**src/rtl/if_fetch_pc_unit.sv**
```systemverilog
// IF-stage PC register and single-outstanding fetch sequencer toward the inst SRAM-like bridge.
// Branch/jump targets take effect after the delay slot; a flush redirects the very next fetch.
module if_fetch_pc_unit #(
  parameter logic [31:0] RESET_PC = 32'hBFC0_0000
) (
  input  logic        clock,
  input  logic        resetn,
  input  logic        BranchTakenD,
  input  logic [31:0] PCBranchD,
  input  logic        JumpD,
  input  logic [31:0] PCJumpD,
  input  logic        flush,
  input  logic [31:0] flush_pc,
  output logic        inst_req,
  output logic [31:0] inst_addr,
  input  logic        inst_addr_ok,
  input  logic        inst_data_ok,
  input  logic [31:0] inst_rdata,
  output logic        InstrValidF,
  input  logic        InstrReadyD,
  output logic [31:0] InstrF,
  output logic [31:0] PCF,
  output logic [31:0] PCPlus4F
);

  typedef enum logic [1:0] {
    stReq  = 2'd0,
    stWait = 2'd1,
    stHold = 2'd2
  } fetchState_t;

  fetchState_t state;

  logic [31:0] pcReg;
  logic        reqReg;
  logic [31:0] addrReg;
  logic        validReg;
  logic [31:0] instrReg;
  logic [31:0] pcfReg;
  logic [31:0] pcPlus4Reg;
  logic        redirPendReg;
  logic [31:0] redirPcReg;
  logic        discardReg;

  logic        redirIn;
  logic [31:0] redirTarget;
  logic [31:0] seqPc;
  logic [31:0] nextPc;

  assign redirIn     = BranchTakenD | JumpD;
  assign redirTarget = JumpD ? PCJumpD : PCBranchD;
  assign seqPc       = pcReg + 32'd4;

  // A redirect arriving in the same cycle the delay slot is accepted is applied directly.
  always_comb begin
    nextPc = seqPc;
    if (redirIn) begin
      nextPc = redirTarget;
    end else if (redirPendReg) begin
      nextPc = redirPcReg;
    end
  end

  always_ff @(posedge clock or negedge resetn) begin
    if (!resetn) begin
      state        <= stReq;
      pcReg        <= RESET_PC;
      reqReg       <= 1'b0;
      addrReg      <= RESET_PC;
      validReg     <= 1'b0;
      instrReg     <= 32'd0;
      pcfReg       <= RESET_PC;
      pcPlus4Reg   <= RESET_PC + 32'd4;
      redirPendReg <= 1'b0;
      redirPcReg   <= 32'd0;
      discardReg   <= 1'b0;
    end else begin
      if (redirIn) begin
        redirPendReg <= 1'b1;
        redirPcReg   <= redirTarget;
      end

      case (state)
        stReq: begin
          // An address already on the bus cannot be withdrawn; its data is discarded later.
          if (flush) begin
            pcReg <= flush_pc;
            if (reqReg) begin
              discardReg <= 1'b1;
            end
          end
          if (!reqReg) begin
            reqReg  <= 1'b1;
            addrReg <= flush ? flush_pc : pcReg;
          end else if (inst_addr_ok) begin
            reqReg <= 1'b0;
            state  <= stWait;
          end
        end

        stWait: begin
          if (inst_data_ok) begin
            discardReg <= 1'b0;
            if (flush || discardReg) begin
              state <= stReq;
              if (flush) begin
                pcReg <= flush_pc;
              end
            end else begin
              instrReg   <= inst_rdata;
              pcfReg     <= addrReg;
              pcPlus4Reg <= addrReg + 32'd4;
              validReg   <= 1'b1;
              state      <= stHold;
            end
          end else if (flush) begin
            discardReg <= 1'b1;
            pcReg      <= flush_pc;
          end
        end

        stHold: begin
          if (flush) begin
            validReg <= 1'b0;
            pcReg    <= flush_pc;
            state    <= stReq;
          end else if (InstrReadyD) begin
            validReg     <= 1'b0;
            pcReg        <= nextPc;
            redirPendReg <= 1'b0;
            state        <= stReq;
          end
        end

        default: begin
          state <= stReq;
        end
      endcase

      if (flush) begin
        redirPendReg <= 1'b0;
      end
    end
  end

  assign inst_req    = reqReg;
  assign inst_addr   = addrReg;
  assign InstrValidF = validReg;
  assign InstrF      = instrReg;
  assign PCF         = pcfReg;
  assign PCPlus4F    = pcPlus4Reg;

endmodule

```
**config.mk**
```make
export PLATFORM = sky130hd
export DESIGN_NAME = if_fetch_pc_unit
export DESIGN_NICKNAME = d
export VERILOG_FILES = /design/src/rtl/if_fetch_pc_unit.sv
export SDC_FILE = /design/constraint.sdc
export NUM_CORES = 1
export LEC_CHECK = 0
export BUFFER_PORTS_ARGS = -buffer_cell sky130_fd_sc_hd__clkbuf_2
export CAP_MARGIN = 20
export CORE_MARGIN = 2
export CORE_UTILIZATION = 50
export CTS_CLUSTER_DIAMETER = 60
export CTS_CLUSTER_SIZE = 8
export DETAILED_ROUTE_END_ITERATION = 12
export HOLD_SLACK_MARGIN = 0.12
export PLACE_DENSITY = 0.88
export SYNTH_ARGS = -nofsm -noshare
export SYNTH_HDL_FRONTEND = slang
export SYNTH_SLANG_ARGS = --single-unit
```
**constraint.sdc**
```tcl
create_clock -name clock -period 5.65 [get_ports clock]
set_input_delay 0 -clock clock [delete_from_list [all_inputs] [get_ports clock]]
set_output_delay 0 -clock clock [all_outputs]
set_load 0.005 [all_outputs]
```
* After elaboration in Yosys (flattened, before gate mapping) *
Cells that the tools add are included.

storage, ports and cells
  register bits = 198
  output and inout port bits = 130
  word-level logic and storage cells = 69

operators by class
  add/subtract/negate cells = 2
  equal/unequal tests = 10
  mux-type cells = 32
  bitwise gates (word level) = 3
  reductions and logical operators = 11

operators with widths
  kind                   count
  $mux 32                8
  $pmux 32 s3            1
  $add 32x3->32 const B  2
  $mux 1                 14
  $mux 2                 6
  $reduce_and 4->1       3
  $ne 2x2->1 const B     5
  $ne 3x3->1 const B     3
  $pmux 2 s3             1
  $reduce_and 3->1       2
  $pmux 1 s2             2
  $reduce_bool 2->1      2
  $reduce_bool 3->1      1
  $eq 2x1->1 const B     1
  $eq 2x2->1 const B     1
  $logic_not 2->1        1
  $not 1->1              2
  $reduce_and 2->1       1
  $logic_or 1x1->1       1
  $or 1x1->1             1

* Logic depth before layout (Yosys ltp) *
  depth after elaboration = 6
  mapped depth = 9

* Least setup slack after synthesis *
Ideal clock, no wire load.

  path type = register -> register
  from = register pcReg[2]
  to = register pcReg[26]
  setup time = 0.079 ns
  data arrival time = 1.851 ns
  data required time = 5.571 ns
  slack = 3.720 ns
  stages on the path, launching flop included = 9
  clock period less this slack = 1.930 ns
  path through = dfrtp_1 ha_1 and4_1 clkbuf_1 nand2_1 nor3_1 nand4_1 a21o_1 a22o_1

on the way
  cells in the longest elaborated chain, start to end = 6

RTL lines
  what                      RTL line  text
  start: declaration        34        logic [31:0] pcReg;
  start signal: assignment  87        pcReg <= flush_pc;
  start signal: assignment  107       pcReg <= flush_pc;
  start signal: assignment  118       pcReg <= flush_pc;
  $add 32x3->32             52        assign seqPc = pcReg + 32'd4;
  $mux 32                   59        end else if (redirPendReg) begin
  $mux 32                   57        if (redirIn) begin
  $mux 32                   127       end else if (InstrReadyD) begin
  $mux 32                   123       if (flush) begin
  $pmux 32 s3               83        case (state)

No other way between the ends. The select of a mux whose other input is x is not followed.
A chain may end at the register's enable or synchronous reset.

* Worst setup path after layout *
  from = register state[1]
  to = register pcReg[10]

on the way
  cells in the longest elaborated chain, start to end = 3

RTL lines
  what                                                              RTL line  text
  start: declaration                                                32        fetchState_t state;
  start signal: assignment                                          66        state <= stReq;
  start signal: assignment                                          97        state <= stWait;
  start signal: assignment                                          105       state <= stReq;
  $eq 2x1->1 (tied with other cells)                                83
  $ne 3x3->1 (no line) / $reduce_bool 3->1 (equally long branches)  n/a
  $reduce_and 3->1 (no line)                                        n/a

Parallel ways exist; a longest one is shown, timed or not.

==> results.yml <==
clock_tree:
  cts.repair.resized: 0
  cts-htree-levels: 4
  cts_tree: "yes"
  postCtsHoldBufs: 144
  cts-root-buf: "clkbuf_16"
  post_cts.repair.setup_buffers: 0
  clkTransAtPathRegs_ps: 80
  clock_latency_ps: 440
  cts_max_path_buffers: 2
  numCtsBuffers: 17
  clock-sinks: 196
synth:
  netlist_area_sq_um: 9800
  synth_ff_type: "dfrtp_1"
  ys_ff_latch: 196
  synth_edf_count: 0
  synthArstFlopShare_pct: 100
  syn_nets: 1255
  netlist_instances: 1117
  postSynthAreaPerCell_sq_um: 8.78
  yosys_warnings: 0
  synth-seq-area-share_pct: 50.5
  ys_types: 66
worst_setup_path:
  cp-startpoint: "state[1]"
  slowest_stage: "dfrtp_1"
  critical_path.cell_chain: "inv_1 > nor2_1 > nand3_1 > nor3_1 > nor2_1 > dlygate4sd3_1"
  reg2reg_from: "state[1]"
  reg2reg_slack_ps: 2610
  crit_fanout: 12
  cp.arrival_ps: 3350
  cp_num_cells: 6
  crit_top_cell: "nor2_1"
  slowest_delay_ps: 590
  cpLargestDelayFamily: "simple AND/OR/NAND/NOR gates"
  endpoint: "pcReg[10]"
  crit_path_end_kind: "flip-flop"
  critPathLaunchType: "flip-flop"
  path_buf_inv: 2
  critPathRequiredTime_ps: 5960
  crit_type: "reg -> reg"
  r2r_end: "pcReg[10]"
  reg2regPathDepth: 6
die:
  dieArea_sq_um: 20700
  start_util_pct: 50.7
  die-height_um: 144
  die_w_um: 144
  io_pins: 266
  core-area_sq_um: 19300
  rows: 51
placed_design:
  dp_cells: 1589
  place_congestion: 0.953
  dp_hpwl_mm: 21.0
  io_buffers: 265
timing:
  relSlewSlack_pct: 36.8
  fin_skew_ps: 12.2
  max_clock_freq_ghz: 0.329
  setup_viol: 0
  rsz0062_at_grt: "no"
  setup_tns_ps: 0
  worstMarginPinSlew_ps: 947
  slew_viol_final: 0
  fin_crit_sh_pct: 53.7
  hold_viol_final: 0
  final.min_clock_period_ps: 3040
global_route:
  grt.total_usage_pct: 32.7
  antenna_found_initial: 0
  grt_max_degree: 117
  grt_pass1_vias: 9817
  grt.overflow.total: 0
  grt_pass1_wl_mm: 52.6
status:
  status: "complete, no violations"
cells_and_area:
  final_cell_mix: "309 x nand2_1, 264 x clkbuf_2, 159 x dfrtp_1, 144 x dlygate4sd3_1"
  final_common_cell: "nand2_1"
  stdcell_count: 1767
  fillers: 1451
  area_growth_syn_to_layout_pct: 36.5
  nNetsFinal: 1627
  diodes: 0
  drive_gt1_share_pct: 24.2
routing:
  drc_errors: 0
  drt_iter0_drc: 1151
  ant_nets: 0
  wl_per_cell_um: 19.4
  drt-total-wl_mm: 34.2
  dr.pass1.iters: 6
  viasPerCell: 5.76
  route.vias.total: 10200
worst_hold_path:
  holdCritPathClass: "in -> reg"
pwr:
  leakagePower_nw: 6.33
  peakVddDrop_mv: 0.214
  p_total_w: 0.00565
  powerDensity_nw_per_um2: 422
flow_run:
  cap_viol_max_count: 0
how the worst min path moves through the flow:
| stage | from | endpoint | slack (ps) | cells after the start |
|---|---|---|---|---|
| after floorplan | resetn | InstrF[0] | -300 | 0 |
| after global placement | inst_rdata[0] | InstrF[0] | 190 | 3 |
| after detailed placement | resetn | redirPcReg[29] | 200 | 1 |
| after CTS | PCBranchD[31] | pcReg[31] | 130 | 5 |
| after global routing | PCBranchD[26] | pcReg[26] | 180 | 5 |
| final | PCBranchD[31] | pcReg[31] | 150 | 5 |
sequential cells by signal, indices dropped and copies added (netlist names):
name          count
redirPendReg      1
inst_req          1
redirPcReg       32
PCPlus4F         30
PCF              32
discardReg        1
InstrF           32
pcReg            32
InstrValidF       1
state             2
inst_addr        32
through the flow:
stage / instance area (sq um) / setup WS (ps) / util, % / hold WS (ps)
finish: 13400 / 2610 / 69.2 / 146
floorplan: 9800 / 3720 / - / -296
detailed placement: 11300 / 2830 / 58.4 / 197
global route: 13400 / 2590 / 69.2 / 175
global placement: 11300 / 2970 / 58.4 / 191
CTS: 13300 / 2800 / 69.0 / 125
cells by family (layout without fill, tap and decap cells):
kind of cell               count (synthesis)  count (layout)  share of synthesized area (%)
and+or+nand+nor                          493             493                           21.5
xor gates and xnor gates                  47              47                           4.20
adders and majority gates                  2               2                          0.255
AOI/OAI and AO/OA                        258             258                           15.8
muxes                                     44              44                           4.52
buffers and inverters                     77             462                           3.19
DFF                                      196             196                           50.5
cells in the mapped netlist (all sizes together) (4+ instances only):
master | count | share of area, %
a211oi | 4 | 0.31
a21boi | 13 | 1.0
a21oi | 90 | 4.6
a22oi | 7 | 0.54
a31oi | 10 | 0.64
and2 | 4 | 0.26
and3 | 11 | 0.70
and4 | 6 | 0.59
buf | 17 | 0.89
clkbuf | 52 | 2.0
dfrtp | 159 | 41
dfstp | 37 | 9.9
inv | 7 | 0.27
mux2i | 42 | 4.3
nand2 | 309 | 12
nand2b | 6 | 0.38
nand3 | 28 | 1.4
nand4 | 9 | 0.73
nor2 | 89 | 3.4
nor2b | 4 | 0.26
nor3 | 12 | 0.71
nor4 | 7 | 0.66
o211ai | 5 | 0.38
o21ai | 72 | 3.7
o221ai | 5 | 0.45
o22ai | 20 | 1.3
xnor2 | 25 | 2.2
xor2 | 22 | 2.0
worst min-delay path, cell delays in order:
cell and delay [ps]:
clkbuf_2 120, o22ai_1 80, o21ai_0 140, a22oi_1 70
o2bb2ai_1 130
per-layer routing:
metal | part of all wire (%) | routed length (um) | track usage (%)
met1 | 40 | 13500 | 41.8
met4 | 3.4 | 1150 | 13.6
met3 | 9.2 | 3160 | 7.28
met2 | 48 | 16400 | 53.8
met5 | 0 | 0 | 0
layout make-up:
| cell class | instances | area [sq um] | share of cell area [%] |
|---|---|---|---|
| Clock buffer | 18 | 439 | 3.28 |
| Clock inverter | 14 | 176 | 1.32 |
| Inverter | 8 | 30.0 | 0.224 |
| Multi-Input combinational cell | 844 | 4550 | 34.0 |
| Sequential cell | 196 | 4950 | 37.0 |
| Tap cell | 265 | 332 | 2.48 |
| Timing Repair Buffer | 422 | 2900 | 21.7 |
power breakdown:
| group | internal, W | switching, W | leakage [nW] |
|---|---|---|---|
| Clock | 0.000654 | 0.000620 | 0.304 |
| Combinational | 0.000845 | 0.00100 | 3.74 |
| Sequential | 0.00199 | 0.000542 | 2.29 |
| Total | 0.00349 | 0.00216 | 6.33 |
No activity file was read; power rests on OpenSTA's default activity.
